## src/rtl/mem_resp_pkg.sv

```systemverilog
// mem_resp_pkg: shared state encoding, funct3 codes and request legality helpers
package mem_resp_pkg;
   typedef enum logic [2:0] {S_IDLE, S_ACCESS, S_LATCH, S_WAIT, S_RESP, S_DONE} state_t;
   localparam logic [2:0] F3_B  = 3'b000;
   localparam logic [2:0] F3_H  = 3'b001;
   localparam logic [2:0] F3_W  = 3'b010;
   localparam logic [2:0] F3_BU = 3'b100;
   localparam logic [2:0] F3_HU = 3'b101;
   function automatic logic misaligned(input logic [2:0] f3, input logic [1:0] off);
      return (f3[1:0] == F3_H[1:0] && off[0]) || (f3[1:0] == F3_W[1:0] && off != 2'b00);
   endfunction
   function automatic logic bad_load(input logic [2:0] f3);
      return f3 == 3'b011 || f3[2:1] == 2'b11;
   endfunction
endpackage

```

## src/rtl/mem_responder_if.sv

```systemverilog
// mem_responder_if: core request/response bus plus the SRAM port of the responder
interface mem_responder_if #(parameter int AW = 14);
   logic [31:0]   mem_addr;
   logic          mem_read;
   logic          mem_write;
   logic [3:0]    mem_wrbits;
   logic [2:0]    mem_funct3;
   logic [31:0]   mem_wrdata;
   logic [31:0]   mem_rddata;
   logic          mem_ready;
   logic          mem_err;
   logic [AW-1:0] ram_addr;
   logic          ram_en;
   logic [3:0]    ram_we;
   logic [31:0]   ram_wdata;
   logic [31:0]   ram_rdata;
   modport slave (
      input  mem_addr, mem_read, mem_write, mem_wrbits, mem_funct3, mem_wrdata, ram_rdata,
      output mem_rddata, mem_ready, mem_err, ram_addr, ram_en, ram_we, ram_wdata
   );
   modport master (
      output mem_addr, mem_read, mem_write, mem_wrbits, mem_funct3, mem_wrdata, ram_rdata,
      input  mem_rddata, mem_ready, mem_err, ram_addr, ram_en, ram_we, ram_wdata
   );
endinterface

```

## src/rtl/mem_load_align.sv

```systemverilog
// mem_load_align: picks the addressed byte/half of a RAM word and sign/zero-extends it
module mem_load_align
   import mem_resp_pkg::*;
(
   input  logic [31:0] i_word,
   input  logic [1:0]  i_off,
   input  logic [2:0]  i_f3,
   output logic [31:0] o_data
);
   logic [7:0]  w_b;
   logic [15:0] w_h;
   assign w_b = 8'(i_word >> {i_off, 3'b000});
   assign w_h = i_off[1] ? i_word[31:16] : i_word[15:0];
   // funct3[2] marks the unsigned variants, so it suppresses sign replication
   assign o_data = i_f3[1:0] == F3_B[1:0] ? {{24{w_b[7] & ~i_f3[2]}}, w_b} :
                   i_f3[1:0] == F3_H[1:0] ? {{16{w_h[15] & ~i_f3[2]}}, w_h} : i_word;
endmodule

```

## src/rtl/mem_responder.sv

```systemverilog
// mem_responder: data-memory responder driving a 1-cycle-latency SRAM with optional wait states
module mem_responder
   import mem_resp_pkg::*;
#(
   parameter int AW          = 14,
   parameter int WAIT_CYCLES = 0
)(
   input logic          clock,
   input logic          reset,
   mem_responder_if.slave bus
);
   state_t        r_state, w_next;
   logic [1:0]    r_off;
   logic [2:0]    r_f3;
   logic          r_wr;
   logic [3:0]    r_cnt;
   logic          r_ready, r_err, r_ram_en;
   logic [3:0]    r_ram_we;
   logic [AW-1:0] r_ram_addr;
   logic [31:0]   r_ram_wdata, r_rddata;
   logic          w_req, w_err;
   logic [31:0]   w_wdata, w_ld;
   assign w_req = bus.mem_read | bus.mem_write;
   assign w_err = (bus.mem_read & bus.mem_write) | misaligned(bus.mem_funct3, bus.mem_addr[1:0]) |
                  ((bus.mem_addr >> (AW + 2)) != 32'd0) | (bus.mem_read & bad_load(bus.mem_funct3));
   assign w_wdata = bus.mem_funct3[1:0] == F3_B[1:0] ? bus.mem_wrdata << {bus.mem_addr[1:0], 3'b000} :
                    bus.mem_funct3[1:0] == F3_H[1:0] ? bus.mem_wrdata << {bus.mem_addr[1], 4'b0000} :
                    bus.mem_wrdata;
   mem_load_align u_align (
      .i_word (bus.ram_rdata),
      .i_off  (r_off),
      .i_f3   (r_f3),
      .o_data (w_ld)
   );
   always_comb begin
      w_next = r_state;
      case (r_state)
         S_IDLE:   if (w_req) w_next = w_err ? S_RESP : S_ACCESS;
         S_ACCESS: w_next = !r_wr ? S_LATCH : (WAIT_CYCLES > 0 ? S_WAIT : S_RESP);
         S_LATCH:  w_next = WAIT_CYCLES > 0 ? S_WAIT : S_RESP;
         S_WAIT:   if (r_cnt == 4'd0) w_next = S_RESP;
         S_RESP:   w_next = S_DONE;
         S_DONE:   if (!w_req) w_next = S_IDLE;
         default:  w_next = S_IDLE;
      endcase
   end
   // outputs are registered from the next state so they line up with the state they belong to
   always_ff @(posedge clock) begin
      if (reset) begin
         r_state     <= S_IDLE;
         r_off       <= '0;
         r_f3        <= '0;
         r_wr        <= 1'b0;
         r_cnt       <= '0;
         r_ready     <= 1'b0;
         r_err       <= 1'b0;
         r_ram_en    <= 1'b0;
         r_ram_we    <= '0;
         r_ram_addr  <= '0;
         r_ram_wdata <= '0;
         r_rddata    <= '0;
      end else begin
         r_state  <= w_next;
         r_cnt    <= r_state == S_WAIT ? r_cnt - 4'd1 : 4'(WAIT_CYCLES - 1);
         r_ready  <= w_next == S_RESP;
         r_err    <= w_next == S_RESP && r_state == S_IDLE;
         r_ram_en <= w_next == S_ACCESS;
         r_ram_we <= (w_next == S_ACCESS && bus.mem_write) ? bus.mem_wrbits : 4'b0000;
         if (r_state == S_IDLE && w_req) begin
            r_off <= bus.mem_addr[1:0];
            r_f3  <= bus.mem_funct3;
            r_wr  <= bus.mem_write;
         end
         if (w_next == S_ACCESS) begin
            r_ram_addr  <= bus.mem_addr[AW+1:2];
            r_ram_wdata <= w_wdata;
         end
         if (r_state == S_LATCH) r_rddata <= w_ld;
      end
   end
   assign bus.mem_rddata = r_rddata;
   assign bus.mem_ready  = r_ready;
   assign bus.mem_err    = r_err;
   assign bus.ram_addr   = r_ram_addr;
   assign bus.ram_en     = r_ram_en;
   assign bus.ram_we     = r_ram_we;
   assign bus.ram_wdata  = r_ram_wdata;
endmodule

```

## src/flat_wrapper.sv

```systemverilog
// flat-port wrapper written by rule: the top's interface ports become plain ports
module mem_responder_flat import mem_resp_pkg::*;
#(
   parameter int AW          = 14,
   parameter int WAIT_CYCLES = 0
)
  (clock, reset, bus_mem_addr, bus_mem_read, bus_mem_write, bus_mem_wrbits, bus_mem_funct3, bus_mem_wrdata, bus_ram_rdata, bus_mem_rddata, bus_mem_ready, bus_mem_err, bus_ram_addr, bus_ram_en, bus_ram_we, bus_ram_wdata);
  mem_responder_if #(.AW(AW)) bus_i ();
  input logic clock;
  input logic reset;
  input wire logic [$bits(bus_i.mem_addr)-1:0] bus_mem_addr;
  input wire logic [$bits(bus_i.mem_read)-1:0] bus_mem_read;
  input wire logic [$bits(bus_i.mem_write)-1:0] bus_mem_write;
  input wire logic [$bits(bus_i.mem_wrbits)-1:0] bus_mem_wrbits;
  input wire logic [$bits(bus_i.mem_funct3)-1:0] bus_mem_funct3;
  input wire logic [$bits(bus_i.mem_wrdata)-1:0] bus_mem_wrdata;
  input wire logic [$bits(bus_i.ram_rdata)-1:0] bus_ram_rdata;
  output wire logic [$bits(bus_i.mem_rddata)-1:0] bus_mem_rddata;
  output wire logic [$bits(bus_i.mem_ready)-1:0] bus_mem_ready;
  output wire logic [$bits(bus_i.mem_err)-1:0] bus_mem_err;
  output wire logic [$bits(bus_i.ram_addr)-1:0] bus_ram_addr;
  output wire logic [$bits(bus_i.ram_en)-1:0] bus_ram_en;
  output wire logic [$bits(bus_i.ram_we)-1:0] bus_ram_we;
  output wire logic [$bits(bus_i.ram_wdata)-1:0] bus_ram_wdata;
  assign bus_i.mem_addr = bus_mem_addr;
  assign bus_i.mem_read = bus_mem_read;
  assign bus_i.mem_write = bus_mem_write;
  assign bus_i.mem_wrbits = bus_mem_wrbits;
  assign bus_i.mem_funct3 = bus_mem_funct3;
  assign bus_i.mem_wrdata = bus_mem_wrdata;
  assign bus_i.ram_rdata = bus_ram_rdata;
  assign bus_mem_rddata = bus_i.mem_rddata;
  assign bus_mem_ready = bus_i.mem_ready;
  assign bus_mem_err = bus_i.mem_err;
  assign bus_ram_addr = bus_i.ram_addr;
  assign bus_ram_en = bus_i.ram_en;
  assign bus_ram_we = bus_i.ram_we;
  assign bus_ram_wdata = bus_i.ram_wdata;
  mem_responder #(.AW(AW), .WAIT_CYCLES(WAIT_CYCLES)) u_core (.clock(clock), .reset(reset), .bus(bus_i));
endmodule
```

## config.mk

```make
export PLATFORM = sky130hd
export DESIGN_NAME = mem_responder_flat
export DESIGN_NICKNAME = d
export VERILOG_FILES = /design/src/rtl/mem_resp_pkg.sv /design/src/rtl/mem_responder_if.sv /design/src/rtl/mem_load_align.sv /design/src/rtl/mem_responder.sv /design/src/flat_wrapper.sv
export SDC_FILE = /design/constraint.sdc
export NUM_CORES = 1
export LEC_CHECK = 0
export CAP_MARGIN = 20
export CORE_AREA = 3 3 111 113
export DETAILED_ROUTE_END_ITERATION = 8
export DIE_AREA = 0 0 114 116
export GPL_TIMING_DRIVEN = 0
export PLACE_DENSITY = 0.81
export SETUP_SLACK_MARGIN = 0.02
export SLEW_MARGIN = 20
export SYNTH_ARGS = -nofsm -noshare
export SYNTH_HDL_FRONTEND = slang
export SYNTH_SLANG_ARGS = --single-unit
```

## constraint.sdc

```tcl
create_clock -name clock -period 2.31 [get_ports clock]
set_input_delay 0.462 -clock clock [delete_from_list [all_inputs] [get_ports clock]]
set_output_delay 0.462 -clock clock [all_outputs]
set_load 0.01 [all_outputs]
```

==> impl_metrics.ini, run 1 <==
[run_status]
status = completed

[clocking]
cts_setup_buffers = 0
holdBufCountCts = 0
clk_pin_slew_ns = 0.07
cts_sinks = 98
clockBufferDepth = 2
clk_latency_ns = 0.35
cts-root-buf = clkbuf_16
cts_max_level = 3
numCtsBuffers = 9
cts_tree = yes

[layout]
final_cell_area_um2 = 7400
drive_gt1_frac = 0.118
layout_commonest_cell = clkdlybuf4s50_1
nFillCells = 942
final_cell_mix = 189 x clkdlybuf4s50_1, 98 x dfxtp_1, 96 x nor2_1, 41 x mux2i_1, 30 x a211oi_1
fin_nets = 851
final_util = 0.648
antenna_cells = 0
syn_to_final_growth_pct = 49.1

[synth]
syn_area_um2 = 4960
synth.area.mux_share = 0.141
synth_edf_count = 0
synth_top_family_by_area = compound AO/OA/AOI/OAI gates
synth_nets = 649
yosys.area_share.xor_xnor = 0.00529
yosysWarningCount = 0
ys_async_sr_fraction = 0
synth-simple-area-share = 0.173
synth_top_flop_cell = dfxtp_1
synthAdderAreaFrac = 0.00252
yosysSeqAreaShare = 0.395
ys_ff_latch = 98
yosysUniqueCellTypes = 48
syn_area_per_cell_um2 = 9.17
synth-compound-area-share = 0.224
synthCells = 541

[timing]
slew_viol_final = 0
min_period_ns = 2.22
finalHoldViolCount = 0
setup_viol_count_final = 0
finClkSkew_ns = 0.00685
max_freq_ghz = 0.451
finalCritPeriodShare = 0.960
tightest_slew_ns = 0.713
slew_headroom = 0.525
timing.setup.tns_ns = 0
setup_ws_ns = 0.0932

[setup_path]
rr_endpoint = u_core.bus.ram_addr[10]
endpoint = u_core.bus.ram_wdata[28]
startpoint = bus_mem_addr[1]
r2r_setup_slack_ns = 0.23
critPathArrivalTime_ns = 2.44
crit_fanout = 8
crit_type = in -> reg
worstRegToRegCells = 7
cp.required_ns = 2.53
timing.critical_path.to_type = flop
critPathLaunchType = primary input
r2r_start = u_core.r_state[2]

[global_route]
grt_pass1_wl_mm = 26.2
grt_max_degree = 17
grt_pass1_vias = 4910
use_met3 = 0.0559
globalRouteMet2Util = 0.407
overflow = 0
antenna_found_initial = 0
grt_util_all_layers = 0.252
top_usage_layer = met2
grtUsageMet1 = 0.331

[place]
port-buffer-count = 190
place_area_um2 = 7040
post-place-ws_ns = -0.381
hpwl_mm = 13.1
routabilityCongestion = 0.948

[drt]
dr_total_vias = 5065
wl_per_cell_um = 19.2
antenna_left = 0
drt_iter0_drc = 464
dr.pass1.iters = 7
wirelength_mm = 17.1
vias_per_cell = 5.68
drc = 0

[floorplanning]
pin_count = 192
row_count = 39
die-area_um2 = 13200
start_util = 0.435
die_h_um = 116
die_x_um = 114
coreArea_um2 = 11400

[job]
cap_violations = 0

[power]
power.leakage_uw = 0.00259
ir_drop_uv = 438
p_per_area_nw_per_um2 = 557

[min_path]
min_path_type = reg -> reg
## cell usage after synthesis, types with 2 or more instances
cell | n | share of area
nand2b_1 | 11 | 0.014
o22ai_1 | 3 | 0.0038
a21oi_1 | 26 | 0.026
nand2_1 | 28 | 0.021
mux4_2 | 8 | 0.036
or3b_2 | 2 | 0.0035
mux2i_1 | 42 | 0.085
clkbuf_1 | 27 | 0.020
nand3_1 | 9 | 0.0091
a32oi_1 | 8 | 0.014
a211oi_2 | 16 | 0.040
buf_2 | 8 | 0.0081
nor2_4 | 2 | 0.0045
dfxtp_1 | 98 | 0.40
a22o_1 | 5 | 0.0088
a211oi_1 | 30 | 0.045
buf_8 | 2 | 0.0061
nor2_1 | 96 | 0.073
a221oi_1 | 7 | 0.012
a22oi_1 | 19 | 0.029
a222oi_1 | 8 | 0.016
xnor2_1 | 2 | 0.0035
mux2_2 | 9 | 0.020
o21a_1 | 3 | 0.0045
nor4_1 | 6 | 0.0076
nor2b_1 | 7 | 0.0088
nor3_1 | 6 | 0.0061
o21ai_0 | 15 | 0.015
or4_1 | 2 | 0.0030
inv_1 | 9 | 0.0068
buf_6 | 7 | 0.016
and2_1 | 4 | 0.0050
## power by group
group | total [µW] | switching [µW] | internal [µW]
logic | 807 | 398 | 409
clock network | 1550 | 675 | 871
registers | 1770 | 36.0 | 1730
total | 4120 | 1110 | 3010
## cell type report
type | instances | area (µm²) | share of cell area
clock buffers | 10 | 239 | 0.0323
clock inverters | 6 | 66.3 | 0.00896
inverters | 9 | 33.8 | 0.00457
well taps | 143 | 179 | 0.0242
flip-flops and latches | 98 | 1960 | 0.265
plain buffers | 45 | 273 | 0.0369
repair buffers | 191 | 1910 | 0.258
multi-input cells | 389 | 2740 | 0.370
## worst min path at each step
stage	start	endpoint	cells after the start
2_1_floorplan	u_core.r_cnt[0]	u_core.r_cnt[0]	1
3_3_place_gp	u_core.r_cnt[0]	u_core.r_cnt[0]	1
3_5_place_dp	u_core.r_cnt[0]	u_core.r_cnt[0]	1
4_1_cts	u_core.r_cnt[0]	u_core.r_cnt[0]	1
5_1_grt	u_core.r_cnt[0]	u_core.r_cnt[0]	1
6_report	u_core.bus.ram_wdata[4]	u_core.bus.ram_wdata[4]	2
## critical path, stage by stage
cell and delay, ns:
clkdlybuf4s50_1 0.65, inv_1 0.25, a21o_1 0.20, buf_2 0.17, a222oi_1 0.44, mux2_2 0.23
nor2_1 0.04
## routing by layer
layer / routed length (µm) / share of wire
met5: 0 / 0
met4: 452 / 0.026
met3: 1310 / 0.077
met2: 8100 / 0.47
met1: 7260 / 0.42
## flip-flops by register name, indices dropped and copies added (netlist names)
| register | cells |
|---|---|
| u_core.bus.ram_wdata | 32 |
| u_core.r_state | 3 |
| u_core.r_wr | 1 |
| u_core.r_f3 | 3 |
| u_core.bus.ram_we | 4 |
| u_core.bus.mem_err | 1 |
| u_core.bus.ram_en | 1 |
| u_core.bus.mem_rddata | 32 |
| u_core.bus.ram_addr | 14 |
| u_core.r_off | 2 |
| u_core.r_cnt | 4 |
| u_core.bus.mem_ready | 1 |
## cells by family after synthesis
kind of cell,after synthesis
AO/OA/AOI/OAI,143
multiplexers,59
buffers and inverters,54
AND/OR/NAND/NOR,183
adder cells (fa/ha/maj),1
XOR/XNOR,3
flip-flops,98
## timing repair
| action | CTS | global route |
|---|---|---|
| setup endpoints to repair | 2 | 38 |
| pin swaps | 0 | 1 |
| cloned | 0 | 1 |
| gates resized for setup | 2 | 19 |
## metrics by stage
| step | total power [µW] | instances | hold slack [ns] |
|---|---|---|---|
| final | 4120 | 891 | 0.471 |
| after CTS | 4130 | 890 | 0.470 |
| after global routing | 4280 | 891 | 0.498 |
| after global placement | 2580 | 874 | 0.445 |
| after detailed placement | 2600 | 874 | 0.460 |
| after floorplan | 2210 | 541 | 0.433 |
No activity file was read; power rests on OpenSTA's default activity.
==> inputs of run 2 (changes only) <==
Settings changed: ABC_AREA set to 1, CORE_AREA 3 3 111 113 to 3 3 113 115, DIE_AREA 0 0 114 116 to 0 0 116 118, PLACE_DENSITY 0.81 to 0.83, SKIP_CTS_REPAIR_TIMING set to 1.
Clock period 2.31 ns to 2.5 ns, I/O delays scaled along.
==> run 2 against run 1 <==
Via count grew 23%. Critical endpoint is now u_core.bus.ram_wdata[18]. Highest routed layer unchanged. Sequential power fell by 7%. Register-to-register slack gained 0.47 ns.
==> impl_metrics.ini, run 2 <==
[power]
power_uw = 4130
power.leakage_uw = 0.00346
ir_drop_uv = 544
p_per_area_nw_per_um2 = 526

[setup_path]
rr_endpoint = u_core.bus.mem_rddata[21]
worstPathCellList = clkdlybuf4s50_1 > inv_1 > nand2_1 > nand2_1 > nand2_1 > nor2_1 > nand2_1 > nor2_2 > buf_6 > buf_6 > nand3_1 > nand2_1 > nor2_1
critPathArrivalTime_ns = 2.34
timing.critical_path.to_type = flop
cp.required_ns = 2.75
r2r_start = u_core.r_f3[1]
slowest_stage = clkdlybuf4s50_1
worstRegToRegCells = 9
critPathMaxStageDelay_ns = 0.49
cp_top_family = buffers and inverters
cp_num_buf_inv = 4
crit_fanout = 10
r2r_setup_slack_ns = 0.70
crit_type = in -> reg
cpMostUsedCell = nand2_1
critPathLaunchType = primary input

[timing]
timing.setup.tns_ns = 0
slew_viol_final = 0
finalCritPeriodShare = 0.834
setup_viol_count_final = 0
max_freq_ghz = 0.480
finalHoldViolCount = 0
finClkSkew_ns = 0.0109
slew_headroom = 0.576
rsz0062_at_grt = false
min_period_ns = 2.08
tightest_slew_ns = 0.635

[floorplanning]
die_h_um = 118
coreArea_um2 = 11900
row_count = 40
start_util = 0.456
pin_count = 192
die_x_um = 116
die-area_um2 = 13700

[global_route]
antenna_found_initial = 0
grt_util_all_layers = 0.253
grt_pass1_wl_mm = 27.9
overflow = 0
grt_max_degree = 18
grt_pass1_vias = 5860

[synth]
synth_area_leaders = dfxtp_1 36%, nand2_1 13%, nor2_1 8.3%, nand3_1 8.0%, inv_1 7.9%
yosys.area_share.xor_xnor = 0
synth-simple-area-share = 0.310
synthTopCellsByCount = 191 x nand2_1, 120 x nor2_1, 114 x inv_1
ys_ff_latch = 98
synth_top_family_by_area = simple AND/OR/NAND/NOR gates
yosysMostFrequentCell = nand2_1
synth-compound-area-share = 0.189
synth_top_flop_cell = dfxtp_1
synthCells = 847
ys_async_sr_fraction = 0
synth_nets = 955
synthAdderAreaFrac = 0.00230
syn_area_um2 = 5430
yosysSeqAreaShare = 0.361
synth.area.mux_share = 0
synth_edf_count = 0
yosysUniqueCellTypes = 27
syn_area_per_cell_um2 = 6.41
synth_area_leader_cell = dfxtp_1
yosysWarningCount = 0
synth_top_cell_area_share = 0.361

[clocking]
numCtsBuffers = 9
clk_latency_ns = 0.35
clockBufferDepth = 2
cts_max_level = 3
cts_tree = yes
cts-root-buf = clkbuf_16
clk_pin_slew_ns = 0.07
cts_sinks = 98

[min_path]
worstHoldStart = reset
min_to = u_core.r_state[0]
min_path_type = in -> reg
hold_depth = 2

[drt]
antenna_left = 0
vias_per_cell = 5.19
wirelength_mm = 17.5
dr_total_vias = 6218
dr.pass1.iters = 5
wl_per_cell_um = 14.6
drt_iter0_drc = 472
drc = 0

[job]
cap_violations = 0

[layout]
nFillCells = 1126
fin_nets = 1155
antenna_cells = 0
drive_gt1_frac = 0.0523
syn_to_final_growth_pct = 44.6
layout_commonest_cell = nand2_1
final_cell_mix = 191 x nand2_1, 189 x clkdlybuf4s50_1, 120 x nor2_1, 114 x inv_1, 98 x dfxtp_1

[run_status]
status = completed

[place]
routabilityCongestion = 0.953
port-buffer-count = 189
hpwl_mm = 13.5
## run 2: cell families (layout without fill, tap and decap cells)
logic type | after synthesis | count (layout)
and+or+nand+nor | 411 | 411
buffers and inverters | 174 | 379
AOI/OAI and AO/OA | 163 | 163
DFF | 98 | 98
adders and majority gates | 1 | 1
## run 2: area by class of cell
class	count	area, µm²	area share
flip-flops and latches	98	1960	0.250
clock buffers	9	225	0.0287
repair buffers	189	1890	0.241
well taps	147	184	0.0234
inverters	118	444	0.0566
multi-input cells	575	2720	0.346
plain buffers	56	303	0.0386
clock inverters	7	121	0.0155
## run 2: worst max-delay path by stage
stage                     slack, ns                       end  cells past startpoint         startpoint
after detailed placement       0.03  u_core.bus.ram_wdata[18]                     13  bus_mem_funct3[0]
after floorplan                0.85  u_core.bus.ram_wdata[16]                     13    bus_mem_addr[0]
after CTS                      0.41  u_core.bus.ram_wdata[18]                     13  bus_mem_funct3[0]
after global placement         0.06  u_core.bus.ram_wdata[18]                     13  bus_mem_funct3[0]
final                          0.42  u_core.bus.ram_wdata[18]                     13  bus_mem_funct3[0]
after global routing           0.27  u_core.bus.ram_wdata[19]                     13  bus_mem_funct3[0]
## run 2: layer usage
layer	vias up	global-route usage	share of wire
li1	3137	-	-
met1	2783	0.308	0.41
met2	258	0.413	0.47
met3	40	0.0843	0.092
met4	0	0.0928	0.027
met5	-	0	0
## run 2: where the power goes
| part | switching (µW) | internal, µW |
|---|---|---|
| clock network | 649 | 988 |
| logic | 464 | 386 |
| registers | 30.1 | 1610 |
| total | 1140 | 2990 |
## run 2: metrics by stage
stage               area, µm²  utilization  worst slack [ns]  instances  hold slack [ns]
floorplan                5430            -             0.850        847            0.450
global placement         7500        0.630            0.0555       1183            0.462
detailed placement       7500        0.630            0.0302       1183            0.473
CTS                      7850        0.659             0.405       1199            0.409
global route             7850        0.659             0.271       1199            0.417
finish                   7850        0.659             0.416       1199            0.410
==> inputs of run 3 (changes only) <==
Settings changed: CORE_AREA 3 3 113 115 to 3 3 120 122, DIE_AREA 0 0 116 118 to 0 0 123 125, PLACE_DENSITY 0.83 to 0.77.
Clock period 2.5 ns to 1.7 ns, I/O delays scaled along.
==> run 3 against run 2 <==
Core utilization shrank 4.4 points. Largest power group unchanged. Highest routed layer unchanged. Sequential share of layout area shrank 1.0 points. Final area grew 4.2%. Total power grew 41%.
==> impl_metrics.ini, run 3 (same netlist as run 2, synthesis figures left out) <==
[setup_path]
critPathArrivalTime_ns = 1.92
cp.required_ns = 1.99
r2r_start = u_core.r_state[1]
crit_fanout = 6
timing.critical_path.to_type = flop
worstPathCellList = clkdlybuf4s50_1 > nor2_2 > nand3_2 > nor2_4 > nand2_2 > nor2_4 > buf_8 > buf_6 > clkbuf_16 > nor2_1 > nor2_1
rr_endpoint = u_core.bus.mem_rddata[0]
cp_num_buf_inv = 4
slowest_stage = clkdlybuf4s50_1
critPathMaxStageDelay_ns = 0.41
startpoint = bus_mem_addr[17]
worstRegToRegCells = 8
crit_type = in -> reg
critPathLaunchType = primary input
r2r_setup_slack_ns = 0.10
cp_top_family = buffers and inverters

[floorplanning]
die_x_um = 123
start_util = 0.408
die-area_um2 = 15400
coreArea_um2 = 13300
pin_count = 192
row_count = 42
die_h_um = 125

[layout]
drive_gt1_frac = 0.0907
final_cell_area_um2 = 8180
layout_commonest_cell = nand2_1
fin_nets = 1163
syn_to_final_growth_pct = 50.7
final_cell_mix = 184 x nand2_1, 168 x clkdlybuf4s50_1, 112 x nor2_1, 110 x inv_1, 98 x dfxtp_1

[timing]
finClkSkew_ns = 0.00641
setup_viol_count_final = 0
slew_viol_final = 0
tightest_slew_ns = 0.639
hold_ws_ns = 0.265
slew_headroom = 0.574
max_freq_ghz = 0.616
finalHoldViolCount = 0
finalCritPeriodShare = 0.955
min_period_ns = 1.62
rsz0062_at_grt = true

[drt]
dr.pass1.iters = 6
drc = 0
wl_met2_mm = 8.57
vias_per_cell = 5.07
wirelength_mm = 18.8
top_layer_used = met4
wl_per_cell_um = 15.2
dr_wl_met3_mm = 1.61
antenna_left = 0
drt_iter0_drc = 600
wl_met1_mm = 8.15
dr_total_vias = 6272

[min_path]
hold_depth = 2
worstHoldStart = reset
min_path_type = in -> reg
min_to = u_core.r_wr

[place]
port-buffer-count = 189
place_area_um2 = 7540
hpwl_mm = 14.1
routabilityCongestion = 0.943

[global_route]
grt_max_degree = 16
antenna_found_initial = 1
grt_pass1_vias = 5755
grt_util_all_layers = 0.238
overflow = 0
grt_pass1_wl_mm = 29.2

[clocking]
numCtsBuffers = 9
cts_tree = yes
clk_latency_ns = 0.35
clk_pin_slew_ns = 0.06
cts_sinks = 98
cts-root-buf = clkbuf_16
cts_max_level = 3
clockBufferDepth = 2

[power]
p_per_area_nw_per_um2 = 713
power.leakage_uw = 0.00373
ir_drop_uv = 511

[run_status]
status = completed

[job]
cap_violations = 0
[run 3: metrics by stage]
stage | TNS [ns] | utilization | instances | setup slack [ns] | power, µW
3_5_place_dp | -28.48 | 0.567 | 1212 | -0.571 | 3720
5_1_grt | -1.04 | 0.616 | 1236 | -0.0530 | 6110
3_3_place_gp | -28.02 | 0.567 | 1212 | -0.541 | 3710
6_report | 0 | 0.616 | 1236 | 0.0758 | 5830
2_1_floorplan | 0 | - | 847 | 0.210 | 3160
4_1_cts | -5.47 | 0.590 | 1227 | -0.209 | 5820
[run 3: final cells by class]
class	count	area, µm²
Fill cell	1267	5110
Timing Repair Buffer	198	2090
Clock inverter	4	51.3
Buffer	55	349
Multi-Input combinational cell	575	2820
Inverter	118	444
Tap cell	176	220
Clock buffer	11	253
Sequential cell	98	1960
Antenna cell	1	2.50
[run 3: how the worst max path moves through the flow]
stage	endpoint	slack (ns)	cells past startpoint
finish	u_core.bus.ram_wdata[3]	0.08	11
CTS	u_core.bus.ram_wdata[9]	-0.21	12
global route	u_core.bus.mem_rddata[31]	-0.05	8
floorplan	u_core.bus.ram_wdata[16]	0.21	13
global placement	u_core.bus.ram_wdata[9]	-0.54	12
detailed placement	u_core.bus.ram_wdata[9]	-0.57	12
[run 3: layer usage]
layer,up-vias,track usage
li1,3151,-
met1,2802,0.324
met2,290,0.370
met3,29,0.0479
met4,0,0.0879
met5,-,0
[run 3: report_power, final]
part	switching, µW	total, µW	internal (µW)
registers	50.4	2420	2370
clock network	889	2100	1210
logic	726	1310	581
total	1670	5830	4170
